--- config.mk ---
export PLATFORM = sky130hd
export DESIGN_NAME = id_ex_stage
export DESIGN_NICKNAME = d
export VERILOG_FILES = /design/src/rtl/id_ex_stage.sv
export SDC_FILE = /design/constraint.sdc
export NUM_CORES = 1
export LEC_CHECK = 0
export ABC_AREA = 1
export BUFFER_PORTS_ARGS = -buffer_cell sky130_fd_sc_hd__buf_4
export CORE_ASPECT_RATIO = 0.75
export CORE_MARGIN = 3
export CORE_UTILIZATION = 41
export DETAILED_ROUTE_END_ITERATION = 8
export HOLD_SLACK_MARGIN = 0.1
export PLACE_DENSITY = 0.74
export SETUP_SLACK_MARGIN = 0.5
export SYNTH_ARGS = -nofsm -noshare
export SYNTH_HDL_FRONTEND = slang
export SYNTH_SLANG_ARGS = --single-unit
--- constraint.sdc ---
create_clock -name clk -period 1.65 [get_ports clk]
set_input_delay 0.495 -clock clk [delete_from_list [all_inputs] [get_ports clk]]
set_output_delay 0.495 -clock clk [all_outputs]
set_load 0.03 [all_outputs]
--- src/rtl/id_ex_stage.sv ---
// ID/EX pipeline register with load-use hazard detection, branch flush,
// downstream hold and a saturating count of load-use stall cycles.
module id_ex_stage #(
  parameter int DATA_W  = 32,
  parameter int ADDR_W  = 5,
  parameter int ALUOP_W = 4,
  parameter int CNT_W   = 16
) (
  input  logic               clk,
  input  logic               rst_n,
  input  logic [DATA_W-1:0]  id_pc4,
  input  logic [ADDR_W-1:0]  id_rs,
  input  logic [ADDR_W-1:0]  id_rt,
  input  logic [ADDR_W-1:0]  id_rd,
  input  logic [DATA_W-1:0]  id_rs_data,
  input  logic [DATA_W-1:0]  id_rt_data,
  input  logic [DATA_W-1:0]  id_imm,
  input  logic               id_uses_rt,
  input  logic               id_reg_write,
  input  logic               id_mem_read,
  input  logic               id_mem_write,
  input  logic               id_mem_to_reg,
  input  logic               id_alu_src,
  input  logic               id_reg_dst,
  input  logic [ALUOP_W-1:0] id_alu_op,
  input  logic               flush,
  input  logic               hold,
  output logic [DATA_W-1:0]  ex_pc4,
  output logic [DATA_W-1:0]  ex_rs_data,
  output logic [DATA_W-1:0]  ex_rt_data,
  output logic [DATA_W-1:0]  ex_imm,
  output logic [ADDR_W-1:0]  ex_rs,
  output logic [ADDR_W-1:0]  ex_rt,
  output logic [ADDR_W-1:0]  ex_wr_addr,
  output logic               ex_reg_write,
  output logic               ex_mem_read,
  output logic               ex_mem_write,
  output logic               ex_mem_to_reg,
  output logic               ex_alu_src,
  output logic [ALUOP_W-1:0] ex_alu_op,
  output logic               ex_valid,
  output logic               pc_write_en,
  output logic               ifid_write_en,
  output logic               load_use_stall,
  output logic [CNT_W-1:0]   stall_count
);

  // Flow control: ex_valid=1 marks a real instruction in EX. The stage
  // advances on every edge unless hold=1; pc_write_en/ifid_write_en=1 tell
  // upstream its decode instruction was consumed this edge.
  logic              hz;
  logic              bubble;
  logic [ADDR_W-1:0] id_wr_addr;

  always_comb begin
    hz = 1'b0;
    if (ex_valid && ex_mem_read && (ex_wr_addr != '0)) begin
      hz = (ex_wr_addr == id_rs) || (id_uses_rt && (ex_wr_addr == id_rt));
    end
  end

  assign load_use_stall = hz & ~flush & ~hold;
  assign pc_write_en    = ~hold & ~load_use_stall;
  assign ifid_write_en  = ~hold & ~load_use_stall;
  assign bubble         = flush | load_use_stall;
  assign id_wr_addr     = id_reg_dst ? id_rd : id_rt;

  // Bubbles clear data and address fields too, keeping EX deterministic.
  always_ff @(posedge clk or negedge rst_n) begin
    if (!rst_n) begin
      ex_pc4        <= '0;
      ex_rs_data    <= '0;
      ex_rt_data    <= '0;
      ex_imm        <= '0;
      ex_rs         <= '0;
      ex_rt         <= '0;
      ex_wr_addr    <= '0;
      ex_reg_write  <= 1'b0;
      ex_mem_read   <= 1'b0;
      ex_mem_write  <= 1'b0;
      ex_mem_to_reg <= 1'b0;
      ex_alu_src    <= 1'b0;
      ex_alu_op     <= '0;
      ex_valid      <= 1'b0;
    end else if (!hold) begin
      if (bubble) begin
        ex_pc4        <= '0;
        ex_rs_data    <= '0;
        ex_rt_data    <= '0;
        ex_imm        <= '0;
        ex_rs         <= '0;
        ex_rt         <= '0;
        ex_wr_addr    <= '0;
        ex_reg_write  <= 1'b0;
        ex_mem_read   <= 1'b0;
        ex_mem_write  <= 1'b0;
        ex_mem_to_reg <= 1'b0;
        ex_alu_src    <= 1'b0;
        ex_alu_op     <= '0;
        ex_valid      <= 1'b0;
      end else begin
        ex_pc4        <= id_pc4;
        ex_rs_data    <= id_rs_data;
        ex_rt_data    <= id_rt_data;
        ex_imm        <= id_imm;
        ex_rs         <= id_rs;
        ex_rt         <= id_rt;
        ex_wr_addr    <= id_wr_addr;
        ex_reg_write  <= id_reg_write;
        ex_mem_read   <= id_mem_read;
        ex_mem_write  <= id_mem_write;
        ex_mem_to_reg <= id_mem_to_reg;
        ex_alu_src    <= id_alu_src;
        ex_alu_op     <= id_alu_op;
        ex_valid      <= 1'b1;
      end
    end
  end

  // load_use_stall already excludes hold, so the counter needs no extra gating.
  always_ff @(posedge clk or negedge rst_n) begin
    if (!rst_n) begin
      stall_count <= '0;
    end else if (load_use_stall && (stall_count != '1)) begin
      stall_count <= stall_count + CNT_W'(1);
    end
  end

endmodule

==> results of run 1 <==
[worst reg2reg max path: stages (launching register included)]
cell and delay [ns]:
dfrtp_2 0.44, inv_2 0.05, nand2_1 0.06, nand2_1 0.07, nor2_2 0.14, nand3_2 0.10
nand2_4 0.10, buf_4 0.11, buf_6 0.09, buf_12 0.13, buf_12 0.11, nand2_8 0.09
buf_6 0.15, buf_16 0.13, nand4_1 0.08, nand2_1 0.08
[power groups by stage]
stage / clock network, mW / registers [mW] / logic [mW]
after CTS: 4.00 / 4.61 / 2.29
after floorplan: 0 / 5.27 / 0.488
after global placement: 0 / 4.68 / 2.16
after global routing: 4.19 / 4.70 / 2.82
after detailed placement: 0 / 4.68 / 2.19
final: 3.95 / 4.67 / 2.67
[Yosys cell counts, drive strengths merged]
cell type	n
nand3	11
nor3b	1
nor3	4
nand2	399
xnor2	7
nand4	155
o21ai	5
inv	20
clkbuf	29
ha	1
buf	41
nor2	20
mux2	1
dfrtp	169
a21oi	1
xor2	8
[routing by layer]
metal	vias up	wire length [um]	GRT usage
li1	3819	-	-
met1	3982	11800	0.345
met2	392	14600	0.429
met3	47	2410	0.0770
met4	0	544	0.0666
met5	-	0	0
[kinds of logic after synthesis]
kind of cell | Yosys count
flops | 169
buf+inv | 90
mux | 1
xor+xnor | 15
fa+ha+maj | 1
compound gates | 6
simple gates | 590
[stage by stage]
step                 util  setup TNS [ns]  setup slack, ns
floorplan               -          -0.214           -0.184
global placement    0.589          -28.22           -0.299
detailed placement  0.589          -34.61           -0.318
CTS                 0.683          -43.23           -0.555
global route        0.754          -62.91           -0.647
finish              0.754          -45.57           -0.574
[worst max-delay path by stage]
stage                              startpoint             end
finish              ex_wr_addr[4]$_DFFE_PN0N_   ifid_write_en
CTS                 ex_wr_addr[1]$_DFFE_PN0N_  load_use_stall
global route        ex_wr_addr[2]$_DFFE_PN0N_  load_use_stall
detailed placement                   id_rt[4]  load_use_stall
floorplan           ex_wr_addr[0]$_DFFE_PN0N_     pc_write_en
global placement                     id_rs[4]   ifid_write_en
[timing repair]
action	in CTS	in global routing
resized for setup	71	182
setup endpoints to repair	341	447
pin swaps	4	27
buffers inserted	30	69
cloned	22	4
hold endpoints to repair	20	0
hold buffers	1	0
[layout make-up]
type,instances,area [um2],share of cell area
clock inverters,15,149,0.0111
clock buffers,17,425,0.0318
flip-flops and latches,169,4250,0.317
well taps,242,303,0.0226
multi-input cells,616,3010,0.225
repair buffers,491,5170,0.386
inverters,20,82.6,0.00616
==> out/results.tsv, run 1 <==
stage	metric	value	unit
logic_synthesis	synth_area	0.00749	mm2
worst_setup_path	slowest_stage	dfrtp_2	
hold_path	worstHoldPathType	in -> reg	
floorplan	die_area	0.0199	mm2
detailed_routing	drt-initial-drc-count	683	
worst_setup_path	slowest_delay	0.44	ns
cells_and_area	drive_gt1_frac	0.434	
pwr	clockPowerShare	0.350	
clock_network	clkLatencyLatePin	0.43	ns
hold_path	hp-start	id_pc4[3]	
detailed_routing	via_per_inst	5.25	
floorplan	ioPinCount	330	
timing	setup_viol	174	
worst_setup_path	cp_data_arrival_time	1.73	ns
logic_synthesis	synth_seq_cells	169	
timing	tightest_slew	0.488	ns
worst_setup_path	worstReg2RegStart	ex_wr_addr[2]$_DFFE_PN0N_	
worst_setup_path	cp-start-kind	flip-flop	
cells_and_area	fillerInstances	1188	
logic_synthesis	synthSimpleGateAreaFrac	0.357	
timing	rsz0062_at_grt	true	
global_routing	grt_usage	0.262	
timing	relSlewSlack	0.675	
pwr	power_frac_comb	0.236	
logic_synthesis	synth_fp_nets	1031	
detailed_routing	drt-total-wl	29.3	mm
cells_and_area	layout-area-overhead-vs-synth	78.8	%
pwr	netSwitchingFraction	0.319	
worst_setup_path	crit_family	flip-flops	
pwr	finalPower	11.3	mW
clock_network	cts_sinks	169	
pwr	seqPwrFrac	0.414	
logic_synthesis	synth_area_leaders	dfrtp_1 56%, nand2_1 20%, nand4_1 13%	
clock_network	cts_tree	done	
pwr	netSwitchingPower	3.60	mW
worst_setup_path	critPathBufInv	4	
placement	gp_congestion	0.834	
run_status	status	finished with violations	
global_routing	overflow	0	
clock_network	clk_pin_slew	0.08	ns
timing	timing.fmax	450	MHz
worst_setup_path	required	1.15	ns
global_routing	grt_max_degree	108	
worst_setup_path	r2r_cells	15	
timing	setup_ws	-0.574	ns
run_status	violations	negative setup slack	
placement	io_buffers	329	
logic_synthesis	synth_fa_ha_area_frac	0.00167	
pwr	power.internal	7.70	mW
timing	post-route-period-util	1.35	
cells_and_area	finalNetCount	1474	
global_routing	grt_pass1_vias	7620	
worst_setup_path	timing.reg2reg.setup_slack	-0.39	ns
floorplan	start_util	0.422	
logic_synthesis	synth_cells	872	
floorplan	core	0.0178	mm2
timing	finalClockSkew	0.0132	ns
worst_setup_path	crit_path_frequent_cell	inv_2	
detailed_routing	drt-wirelength-per-cell	18.7	um
clock_network	cts_buffer_depth	2	
floorplan	placementRows	42	
worst_setup_path	critical_path_class	reg -> out	
pwr	power.leakage	7.16	nW
pwr	power.density	843	mW/mm2
cells_and_area	layout_commonest_cell	nand2_1	
hold_path	worst_hold_path.endpoint	ex_pc4[3]$_DFFE_PN0N_	
flow_run	drv_cap	0	
logic_synthesis	synth_top_family_by_area	simple AND/OR/NAND/NOR gates	
placement	dpl_cell_area	0.0105	mm2
hold_path	whs_path_depth	3	
worst_setup_path	path_cells	inv_2 > buf_4 > nand4_1 > nand3_1 > inv_2 > a21oi_4 > buf_6	
clock_network	cts_root_buffer	clkbuf_16	
floorplan	die_width	162	um
timing	holdWs	0.315	ns
logic_synthesis	synthXorXnorAreaFrac	0.0175	
floorplan	die_h	123	um
logic_synthesis	avgSynthCellArea	8.59	um2
detailed_routing	firstDrtPassIters	5	
logic_synthesis	ys_types	26	
placement	dp.final_hpwl	16.2	mm
cells_and_area	stdcell_count	1570	
worst_setup_path	r2r-end	ex_imm[1]$_DFFE_PN0N_	
logic_synthesis	yosysTopAreaCell	dfrtp_1	
logic_synthesis	synth_warnings	0	
clock_network	cts_max_level	4	
cells_and_area	fin_area	0.0134	mm2
logic_synthesis	synth.mux.area_fraction	0.00150	
worst_setup_path	cp-end-kind	output port	
cells_and_area	n_antenna_cell	0	
global_routing	antenna_found_initial	0	
timing	period_needed	2.22	ns
timing	hold_viol	0	
timing	slew_violations	0	
global_routing	grt_pass1_wl	41.2	mm
clock_network	cts_inserted_buffers	17	
detailed_routing	dr_total_vias	8240	
logic_synthesis	synth-seq-area-share	0.565	
placement	dpl.cell_count	1412	
logic_synthesis	synth_top_area_frac	0.565	
worst_setup_path	cp.depth	7	
pwr	ir_worst_vdd	531	uV
worst_setup_path	crit_path_max_fanout	4	
cells_and_area	final_cell_mix	390 x nand2_1, 249 x buf_4, 196 x buf_6, 154 x nand4_1, 151 x dfrtp_1	
logic_synthesis	synth_compound_area_frac	0.00401	
detailed_routing	drc	0	
detailed_routing	ant_nets	0	
Power figures use the tool's default switching activity.
==> run 2: changes to the inputs <==
--- a/config.mk
+++ b/config.mk
@@ -5,14 +5,14 @@
 export SDC_FILE = /design/constraint.sdc
 export NUM_CORES = 1
 export LEC_CHECK = 0
-export ABC_AREA = 1
 export BUFFER_PORTS_ARGS = -buffer_cell sky130_fd_sc_hd__buf_4
+export CAP_MARGIN = 0
 export CORE_ASPECT_RATIO = 0.75
 export CORE_MARGIN = 3
 export CORE_UTILIZATION = 41
 export DETAILED_ROUTE_END_ITERATION = 8
 export HOLD_SLACK_MARGIN = 0.1
-export PLACE_DENSITY = 0.74
+export PLACE_DENSITY = 0.77
 export SETUP_SLACK_MARGIN = 0.5
 export SYNTH_ARGS = -nofsm -noshare
 export SYNTH_HDL_FRONTEND = slang
==> run 2 against run 1 <==
Against the previous run:
- the run still ends with negative setup slack left
- via count down 22%
- fmax down 17%
- clock-buffer cell count up 2
- cell count down 25%
- die area down 15%
- non-clock buffer count up 45
- synthesized cell count down 49%
- clock power up 5.3%
- critical path type unchanged
- largest cell class unchanged
==> out/results.tsv, run 2 <==
stage	metric	value	unit	change
detailed_routing	ant_nets	0		unchanged
logic_synthesis	ys_top_cells_by_count	169 x dfrtp_1, 152 x a22o_1, 23 x xnor2_1		
logic_synthesis	synth_seq_cells	169		unchanged
timing	post-route-period-util	1.63		+0.279
timing	tightest_slew	0.856	ns	+0.368 ns
timing	setup_viol	176		+1.1%
cells_and_area	stdcell_count	1175		-25%
logic_synthesis	synth_cells	442		-49%
cells_and_area	layout_commonest_cell	buf_4		
cells_and_area	layout-area-overhead-vs-synth	101	%	
timing	hold_viol	0		unchanged
timing	relSlewSlack	0.430		-0.245
logic_synthesis	synthSimpleGateAreaFrac	0.0363		-0.320
logic_synthesis	yosysMostFrequentCell	dfrtp_1		
pwr	ir_worst_vdd	716	uV	+35%
timing	setup_ws	-1.03	ns	-0.461 ns
worst_setup_path	cp-start-kind	flip-flop		
clock_network	cts_root_buffer	clkbuf_16		
logic_synthesis	synthXorXnorAreaFrac	0.0317		+0.0142
logic_synthesis	synth_fp_nets	601		-42%
logic_synthesis	ys_types	30		+15%
placement	gp_congestion	0.812		-2.6%
worst_setup_path	critical_path_class	reg -> out		
worst_setup_path	critPathBufInv	2		-2
clock_network	cts_inserted_buffers	17		unchanged
timing	setup_tns	-149.59	ns	-104.02 ns
global_routing	grt_max_degree	80		-26%
global_routing	overflow	0		unchanged
timing	slew_violations	0		unchanged
floorplan	die_width	150	um	-7.6%
detailed_routing	drt-wirelength-per-cell	24.3	um	+30%
floorplan	core	0.0148	mm2	-17%
detailed_routing	firstDrtPassIters	5		unchanged
worst_setup_path	crit_family	simple AND/OR/NAND/NOR gates		
placement	dpl.cell_count	987		-30%
clock_network	clk_pin_slew	0.07	ns	about the same
global_routing	grt_pass1_vias	6395		-16%
timing	period_needed	2.68	ns	+0.461 ns
worst_setup_path	slowest_stage	or4_4		
placement	dp.final_hpwl	14.5	mm	-10%
worst_setup_path	crit_path_max_fanout	2		-2
clock_network	cts_max_level	4		unchanged
logic_synthesis	yosysTopAreaCell	dfrtp_1		
worst_setup_path	slowest_delay	0.54	ns	+0.10 ns
logic_synthesis	synth_area_leaders	dfrtp_1 67%, a22o_1 21%, xnor2_1 3.2%		
hold_path	worstHoldPathType	in -> reg		
clock_network	cts_sinks	169		unchanged
timing	finalClockSkew	0.00904	ns	-0.00417 ns
clock_network	cts_buffer_depth	2		unchanged
logic_synthesis	synth_fa_ha_area_frac	0.00197		+0.000301
run_status	violations	negative setup slack		
placement	io_buffers	329		unchanged
cells_and_area	final_cell_mix	279 x buf_4, 218 x buf_6, 156 x dfrtp_1, 152 x a22o_1, 18 x clkbuf_16		
global_routing	grt_usage	0.280		+0.0184
worst_setup_path	cp_data_arrival_time	2.19	ns	+0.46 ns
cells_and_area	drive_gt1_frac	0.639		+0.205
detailed_routing	drt-initial-drc-count	368		-46%
cells_and_area	n_antenna_cell	0		unchanged
detailed_routing	via_per_inst	5.46		+4.1%
floorplan	ioPinCount	330		unchanged
cells_and_area	fin_util	0.863		+0.109
logic_synthesis	synth_warnings	0		unchanged
cells_and_area	fillerInstances	621		-48%
clock_network	clkLatencyLatePin	0.43	ns	about the same
logic_synthesis	synth_compound_area_frac	0.222		+0.218
cells_and_area	finalNetCount	1121		-24%
run_status	status	finished with violations		
worst_setup_path	path_cells	or4_4 > o211ai_1 > inv_2 > a31oi_4 > buf_6		
timing	timing.fmax	372	MHz	-17%
floorplan	placementRows	38		-9.5%
pwr	finalPower	11.9	mW	+5.4%
global_routing	grt_pass1_wl	36.4	mm	-12%
logic_synthesis	synth_top_area_frac	0.666		+0.102
logic_synthesis	synth_edf_count	0		unchanged
logic_synthesis	async_reset_ff_frac	1.00		unchanged
global_routing	antenna_found_initial	0		unchanged
floorplan	die_h	114	um	-7.6%
logic_synthesis	synth_top_family_by_area	compound AO/OA/AOI/OAI gates		
timing	rsz0062_at_grt	true		
worst_setup_path	cp-end-kind	output port		
logic_synthesis	synth-main-ff-cell	dfrtp_1		
logic_synthesis	avgSynthCellArea	14.4	um2	+67%
logic_synthesis	synth-seq-area-share	0.666		+0.102
logic_synthesis	synth.mux.area_fraction	0.0124		+0.0109
logic_synthesis	synth_area	0.00635	mm2	-15%
worst_setup_path	required	1.15	ns	about the same
detailed_routing	drt-total-wl	28.5	mm	-2.8%
cells_and_area	register_area	0.00425	mm2	-0.15%
floorplan	die_area	0.0170	mm2	-15%
clock_network	cts_tree	done		
pwr	power.leakage	6.50	nW	-9.2%
floorplan	start_util	0.429		+0.00761
flow_run	drv_cap	0		unchanged
detailed_routing	drc	0		unchanged
detailed_routing	dr_total_vias	6421		-22%
cells_and_area	multi_input_area	0.00225	mm2	-25%
pwr	power.density	933	mW/mm2	+11%
[run 2: changes by cell type after synthesis, sizes merged, moves of 3 or more]
cell / change
nand2: -392
a22o: +152
nand4: -149
buf: -24
inv: -17
nor2: -17
xnor2: +16
clkbuf: -11
xor2: -8
and3: +7
mux2: +6
o21ai: -4
a31oi: +3
[run 2: cell type report]
| class | count | share of cell area |
|---|---|---|
| Clock inverter | 13 | 0.0125 |
| Tap cell | 200 | 0.0196 |
| Multi-Input combinational cell | 235 | 0.176 |
| Sequential cell | 169 | 0.333 |
| Clock buffer | 19 | 0.0355 |
| Inverter | 3 | 0.000882 |
| Timing Repair Buffer | 536 | 0.423 |
[run 2: worst paths after layout]
path / cells after the start / start / endpoint / slack (ns)
max: 5 / ex_wr_addr[1]$_DFFE_PN0N_ / ifid_write_en / -1.03
min: 2 / id_rs_data[28] / ex_rs_data[28]$_DFFE_PN0N_ / 0.28
max reg2reg: 11 / ex_wr_addr[1]$_DFFE_PN0N_ / ex_rs_data[20]$_DFFE_PN0N_ / -0.96
min reg2reg: 1 / ex_pc4[14]$_DFFE_PN0N_ / ex_pc4[14]$_DFFE_PN0N_ / 0.54
max in group asynchronous: 3 / rst_n / ex_wr_addr[4]$_DFFE_PN0N_ / 0.56
min in group asynchronous: 2 / rst_n / ex_imm[7]$_DFFE_PN0N_ / 0.56
[run 2: per-layer routing]
metal,wire length [um],track usage
met2,14900,0.498
met4,1380,0.119
met3,2170,0.0806
met5,0,0
met1,10100,0.318
[run 2: repair_timing]
item / CTS / global route
hold buffers: 1 / 0
pin swaps: 16 / 22
buffers inserted: 75 / 63
gates cloned: 16 / 1
hold endpoints to repair: 29 / 0
resized for setup: 198 / 98
setup endpoints to repair: 341 / 470
[run 2: logic make-up after synthesis]
kind of cell               Yosys count
adders and majority gates            1
DFF                                169
AOI/OAI and AO/OA                  162
xor gates and xnor gates            23
and+or+nand+nor                     42
buffers and inverters               38
muxes                                7
[run 2: report_power, final]
group	total (mW)	internal, mW	switching [mW]
Sequential	4.71	4.44	0.270
Combinational	3.03	1.61	1.43
Clock	4.16	2.36	1.80
Total	11.9	8.41	3.50
[run 2: metrics by stage]
stage                     area, um2  hold WS [ns]  setup WS (ns)
after floorplan                6480         0.199         -0.657
after global routing          12800         0.264          -1.07
after detailed placement       9430         0.415         -0.497
after CTS                     11800         0.265         -0.935
after global placement         9430         0.407         -0.478
final                         12800         0.279          -1.03
